File: src/rtl/apsr_update.sv
// Two-stage flag update: stage 1 holds the ALU op, the next non-held edge commits masked NZCV flags.
// Flags land one edge after accept; i_hold freezes stage 1 and drops o_ready; MSR writes override commits.
module apsr_update (
  input  logic        i_clk,
  input  logic        i_reset,
  input  logic        i_valid,
  output logic        o_ready,
  input  logic [1:0]  i_op,
  input  logic [31:0] i_a,
  input  logic [31:0] i_b,
  input  logic        i_use_carry,
  input  logic        i_shift_carry,
  input  logic [3:0]  i_set_mask,
  input  logic        i_hold,
  input  logic        i_msr_we,
  input  logic [3:0]  i_msr_data,
  output logic [31:0] o_result,
  output logic        o_result_valid,
  output logic [3:0]  o_apsr,
  output logic        o_pending
);

  localparam logic [1:0] OP_AND = 2'b00;
  localparam logic [1:0] OP_ADD = 2'b01;
  localparam logic [1:0] OP_SUB = 2'b10;
  localparam logic [1:0] OP_MOV = 2'b11;

  logic        r_s1_valid;
  logic [1:0]  r_op;
  logic [31:0] r_a;
  logic [31:0] r_b;
  logic        r_use_carry;
  logic        r_shift_carry;
  logic [3:0]  r_mask;
  logic [3:0]  r_apsr;

  logic        w_accept;
  logic        w_commit;
  logic        w_is_arith;
  logic [31:0] w_b_eff;
  logic        w_cin;
  logic [32:0] w_sum;
  logic [31:0] w_result;
  logic        w_n;
  logic        w_z;
  logic        w_c;
  logic        w_v;
  logic [3:0]  w_new_flags;
  logic [3:0]  w_apsr_commit;

  assign o_ready  = !(r_s1_valid && i_hold);
  assign w_accept = i_valid && o_ready;
  assign w_commit = r_s1_valid && !i_hold;

  // SUB is a + ~b + cin, so a plain SUB carries in 1 and C=1 means no borrow.
  assign w_is_arith = (r_op == OP_ADD) || (r_op == OP_SUB);
  assign w_b_eff    = (r_op == OP_SUB) ? ~r_b : r_b;
  assign w_cin      = r_use_carry ? r_apsr[1] : (r_op == OP_SUB);
  assign w_sum      = {1'b0, r_a} + {1'b0, w_b_eff} + {32'b0, w_cin};

  always_comb begin
    w_result = 32'b0;
    case (r_op)
      OP_AND:  w_result = r_a & r_b;
      OP_ADD:  w_result = w_sum[31:0];
      OP_SUB:  w_result = w_sum[31:0];
      OP_MOV:  w_result = r_b;
      default: w_result = 32'b0;
    endcase
  end

  assign w_n = w_result[31];
  assign w_z = (w_result == 32'b0);
  assign w_c = w_is_arith ? w_sum[32] : r_shift_carry;
  // Logical ops keep V: feeding back the live flag makes the mask irrelevant for it.
  assign w_v = w_is_arith ? ((r_a[31] == w_b_eff[31]) && (w_sum[31] != r_a[31])) : r_apsr[0];

  assign w_new_flags   = {w_n, w_z, w_c, w_v};
  assign w_apsr_commit = (w_new_flags & r_mask) | (r_apsr & ~r_mask);

  always_ff @(posedge i_clk or posedge i_reset) begin
    if (i_reset) begin
      r_s1_valid    <= 1'b0;
      r_op          <= OP_AND;
      r_a           <= 32'b0;
      r_b           <= 32'b0;
      r_use_carry   <= 1'b0;
      r_shift_carry <= 1'b0;
      r_mask        <= 4'b0;
      r_apsr        <= 4'b0;
    end else begin
      if (w_accept) begin
        r_s1_valid    <= 1'b1;
        r_op          <= i_op;
        r_a           <= i_a;
        r_b           <= i_b;
        r_use_carry   <= i_use_carry;
        r_shift_carry <= i_shift_carry;
        r_mask        <= i_set_mask;
      end else if (w_commit) begin
        r_s1_valid <= 1'b0;
      end

      if (i_msr_we) begin
        r_apsr <= i_msr_data;
      end else if (w_commit) begin
        r_apsr <= w_apsr_commit;
      end
    end
  end

  assign o_result       = w_result;
  assign o_result_valid = r_s1_valid;
  assign o_apsr         = r_apsr;
  assign o_pending      = r_s1_valid && (|r_mask);

endmodule

File: config.mk
export PLATFORM = sky130hd
export DESIGN_NAME = apsr_update
export DESIGN_NICKNAME = d
export VERILOG_FILES = /design/src/rtl/apsr_update.sv
export SDC_FILE = /design/constraint.sdc
export NUM_CORES = 1
export LEC_CHECK = 0
export BUFFER_PORTS_ARGS = -buffer_cell sky130_fd_sc_hd__buf_2
export CORE_AREA = 2 2 113 115
export CTS_CLUSTER_SIZE = 20
export DETAILED_ROUTE_END_ITERATION = 10
export DIE_AREA = 0 0 115 117
export GPL_ROUTABILITY_DRIVEN = 0
export GPL_TIMING_DRIVEN = 1
export PLACE_DENSITY = 0.72
export SLEW_MARGIN = 25
export SYNTH_ARGS = -nofsm -noshare
export SYNTH_HDL_FRONTEND = slang
export SYNTH_SLANG_ARGS = --single-unit
File: constraint.sdc
create_clock -name i_clk -period 6.7 [get_ports i_clk]
set_input_delay 0.67 -clock i_clk [delete_from_list [all_inputs] [get_ports i_clk]]
set_output_delay 0.67 -clock i_clk [all_outputs]
set_load 0.03 [all_outputs]
-- Word-level counts from Yosys, hierarchy flattened
Index checks and enable logic that the tools add are counted.
- bits in registers: 77
- input bits: 81
- logic and storage cells: 44
- add/sub/neg operators: 2
- bitwise gates (word level): 6
- reduce and logical (&&, ||, !) cells: 14
- equality and inequality tests: 5
- mux-type cells: 9
- operators by type and width (kind ; number):
    $pmux 32 s3 ; 1
    $add 32x32->33 ; 1
    $add 33x1->33 ; 1
    $and 32x32->32 ; 1
    $logic_not 32->1 ; 1
    $mux 32 ; 1
    $not 32->32 ; 1
    $and 4x4->4 ; 2
    $mux 4 ; 2
    $logic_and 1x1->1 ; 5
    $mux 1 ; 5
    $eq 2x2->1 const B ; 2
    $not 4->4 ; 1
    $or 4x4->4 ; 1
    $reduce_bool 2->1 ; 2
    $reduce_or 4->1 ; 1
    $eq 2x1->1 const B ; 1
    $logic_not 1->1 ; 2
    $logic_not 2->1 ; 1
    $reduce_or 2->1 ; 1
    $eq 1x1->1 ; 1
    $logic_or 1x1->1 ; 1
    $ne 1x1->1 ; 1

-- Depth between registers and ports, before layout
- depth in word-level cells: 11
- depth in mapped cells: 19

-- Worst setup path before layout
No wires, ideal clock.
- kind: register to output
- from: register r_op[0]
- to: output o_result[30]
- slack: 1.645 ns
- stages on the path, launching flop included: 17
- arrival: 4.385 ns
- cell sequence: dfrtp_1 -> inv_1 -> ha_1 -> clkbuf_1 -> buf_1 -> xor2_1 -> fa_1 -> inv_1 -> fa_1 -> nand2b_1 -> a21oi_2 -> o21ai_1 -> a211oi_1 -> a21oi_1 -> a311oi_1 -> xnor2_1 -> o21ai_0
- longest elaborated chain between the ends: 5
- elaborated cells on any way between the ends: 10
- RTL lines (what ; RTL line ; text):
    start: declaration ; 29 ; logic [1:0] r_op;
    start signal: assignment ; 94 ; r_op <= i_op;
    $eq 2x2->1 ; 57, 58, 63 ;
    $mux 32 ; 57 ; assign w_b_eff = (r_op == OP_SUB) ? ~r_b : r_b;
    $add 32x32->33 ; 59 ; assign w_sum = {1'b0, r_a} + {1'b0, w_b_eff} + {32'b0, w_cin};
    $add 33x1->33 ; 59 ;
    $pmux 32 s3 * ; 63 ; case (r_op)
    end: declaration ; 17 ; output logic [31:0] o_result,
Mark *: on every way between the ends. The rest lies on a longest branch, timed or not.

-- Worst setup path after layout
Ends and elaborated chain as after synthesis.

==> results.yml <==
run_status:
  status: "finished clean"
final_layout:
  syn_to_final_growth_pct: 17.34
  nets: 864
  final_cell_mix: "buf_2 (119), nand2_1 (105), dfrtp_1 (77)"
  antenna_cells: 0
  drive_above_1_share: 0.3045
  final_common_cell: "buf_2"
yosys:
  muxShareOfSynthArea: 0.1326
  synth_fa_ha_area_frac: 0.07828
  ys_ff_latch: 77
  synth.distinct_cells: 76
  synth-edff-count: 0
  synth_top_family_by_area: "compound AO/OA/AOI/OAI gates"
  synthSimpleGateAreaFrac: 0.1604
  syn_nets: 760
  yosys_warnings: 0
  synth_area_sq_mm: 0.005946
  netlist_instances: 643
  synth_seq_area_share: 0.3241
  synth_compound_area_frac: 0.1987
  synthXorXnorAreaFrac: 0.06923
  synthFlopType: "dfrtp_1"
  synth-async-reset-ratio: 1.000
  synth.avg_cell_area_sq_um: 9.247
setup_path:
  critPathMaxFanout: 19
  path_class: "flip-flop to output pin"
  startpoint_type: "flip-flop"
  endpoint_kind: "output pin"
  cp_slowest_stage_delay_ps: 560
  cp.required_ps: 6030
  crit_chain: "inv_1, ha_2, mux2_2, fa_1, inv_1, fa_1, nand2b_1, a21oi_2, o21ai_1, a211oi_1, a21oi_1, a311oi_1, xnor2_1, o21ai_0, buf_2"
  arrival_ps: 4790
  worst_path_max_delay_cell: "ha_2"
  reg2reg_depth: 17
flow_run:
  maxCapViolCount: 0
route:
  finalWirelength_microns: 15780
  drc: 0
  vias: 5368
  viasPerCell: 5.951
  drt-wirelength-per-cell_microns: 17.50
  detail-route-antenna-nets: 0
  dr.pass1.iters: 5
  drt-initial-drc-count: 367
grt:
  grt_pass1_vias: 5311
  grt_max_degree: 78
  grt_pass1_wl_microns: 25610
  overflow: 0
  grt_usage: 0.2399
  antenna_found_initial: 0
clocking:
  h-tree-depth: 3
  clock_sinks: 77
  clock-root-buffer: "clkbuf_16"
  cts_resized: 0
  cts_buffers: 9
  postCtsSetupRepairBufs: 0
  insertion_delay_ps: 340
  hold_buffers: 0
  cts_tree: "built"
  cts.clk_slew.worst_paths_ps: 60
  cts_max_path_buffers: 2
die:
  die_h_microns: 117
  core-area_sq_mm: 0.01231
  die_area_sq_mm: 0.01346
  rows: 41
  start_util: 0.4829
  dieWidth_microns: 115
  ioPinCount: 120
power_and_ir_drop:
  power.leakage_nw: 3.312
  p_per_area_mw_per_mm2: 376.7
  max-vdd-ir-drop_mv: 0.1617
timing:
  rsz0062_at_grt: "no"
  max_freq_mhz: 183.3
  setup_viol: 0
  setup_slack_ps: 1244
  min_period_over_period: 0.8144
  finalHoldViolations: 0
  report.final.slew_viol_count: 0
  setup_tns_ps: 0
  relSlewSlack: 0.3261
  finClkSkew_ps: 7.366
  min_period_ps: 5456
  tightestPinTransition_ps: 1011
placement:
  port_buffers: 119
  post-place-ws_ps: 1588
  place_hpwl_microns: 11650
min_path:
  hold_path.class: "input port to asynchronous set/reset pin"
final timing paths:
path,startpoint,to,slack [ps]
setup / recovery,r_op[0],o_result[30],1240
hold / removal,i_reset,r_b[1],500
setup reg to reg,r_op[0],flip-flop,1520
hold reg to reg,r_shift_carry,r_shift_carry,530
max in group asynchronous,i_reset,r_b[21],5700
min in group i_clk,r_shift_carry,r_shift_carry,530
kinds of logic (layout without fill, tap and decap cells):
logic type / count (synthesis) / count (layout)
buf+inv: 51 / 160
fa+ha+maj: 36 / 36
compound gates: 164 / 164
flops: 77 / 77
simple gates: 198 / 198
mux: 70 / 70
xor+xnor: 47 / 47
layout make-up:
cell class | count | area (sq um)
Multi-Input combinational cell | 515 | 3806
Clock inverter | 6 | 111.4
Timing Repair Buffer | 125 | 644.4
Inverter | 19 | 71.32
Sequential cell | 77 | 1927
Fill cell | 1122 | 5335
Clock buffer | 10 | 229.0
Tap cell | 150 | 187.7
power breakdown:
group | switching (W) | internal (W)
Clock | 0.000193 | 0.000364
Sequential | 0.0000675 | 0.000533
Combinational | 0.000920 | 0.000550
Total | 0.00118 | 0.00145
metrics by stage:
step | cells | power, W | hold WS (ps) | area, sq um | util
after detailed placement | 886 | 0.002051 | 510.2 | 6633 | 0.5387
after CTS | 902 | 0.002621 | 522.6 | 6973 | 0.5664
after global placement | 886 | 0.002022 | 494.1 | 6633 | 0.5387
after floorplan | 643 | 0.001698 | 482.2 | 5946 | -
after global routing | 902 | 0.002801 | 526.4 | 6977 | 0.5667
final | 902 | 0.002628 | 502.5 | 6977 | 0.5667
registers in the layout, indices dropped and copies added (netlist names), named ones only:
name / count
r_shift_carry: 1
r_b: 32
r_op: 2
r_a: 32
r_mask: 4
r_use_carry: 1
o_result_valid: 1
routing by layer:
layer | vias to the layer above | routed length, microns | GRT usage
li1 | 2558 | - | -
met1 | 2586 | 6950 | 0.3056
met5 | - | 0 | 0
met4 | 0 | 349 | 0.08434
met3 | 34 | 1023 | 0.05510
met2 | 190 | 7461 | 0.4031
cell usage after synthesis (4+ instances only):
master     count  area (sq um)
nand2_1      105         394.1
dfrtp_1       77          1927
mux2_2        70         788.3
a21oi_1       41         205.2
xor2_1        39         341.6
ha_1          34         425.4
o21ai_0       25         125.1
clkbuf_1      23         86.33
inv_1         19         71.32
nor2_1        19         71.32
a21o_1        17         127.6
nand3_1       15         75.07
nor3_1        11         55.05
xnor2_1        8         70.07
nand4_1        7         43.79
a211oi_1       6         45.04
a21boi_0       6         45.04
o2111ai_1      6         52.55
o211ai_1       5         37.54
o21a_1         5         37.54
a32o_1         4         40.04
and3_1         4         25.02
nand2b_1       4         25.02
nor2b_1        4         25.02
o31ai_1        4         30.03
or3_1          4         25.02
or4_1          4         30.03
worst max-delay path: cells and delay by family (launching register included):
family                   cells  cell delay (ps)
AO/OA/AOI/OAI                6             1890
adder cells (fa/ha/maj)      3             1130
buffers and inverters        3              440
flip-flops                   1              370
multiplexers                 1              280
AND/OR/NAND/NOR              1              200
XOR/XNOR                     1              120
Note: power is estimated with default switching activity, not from simulation.
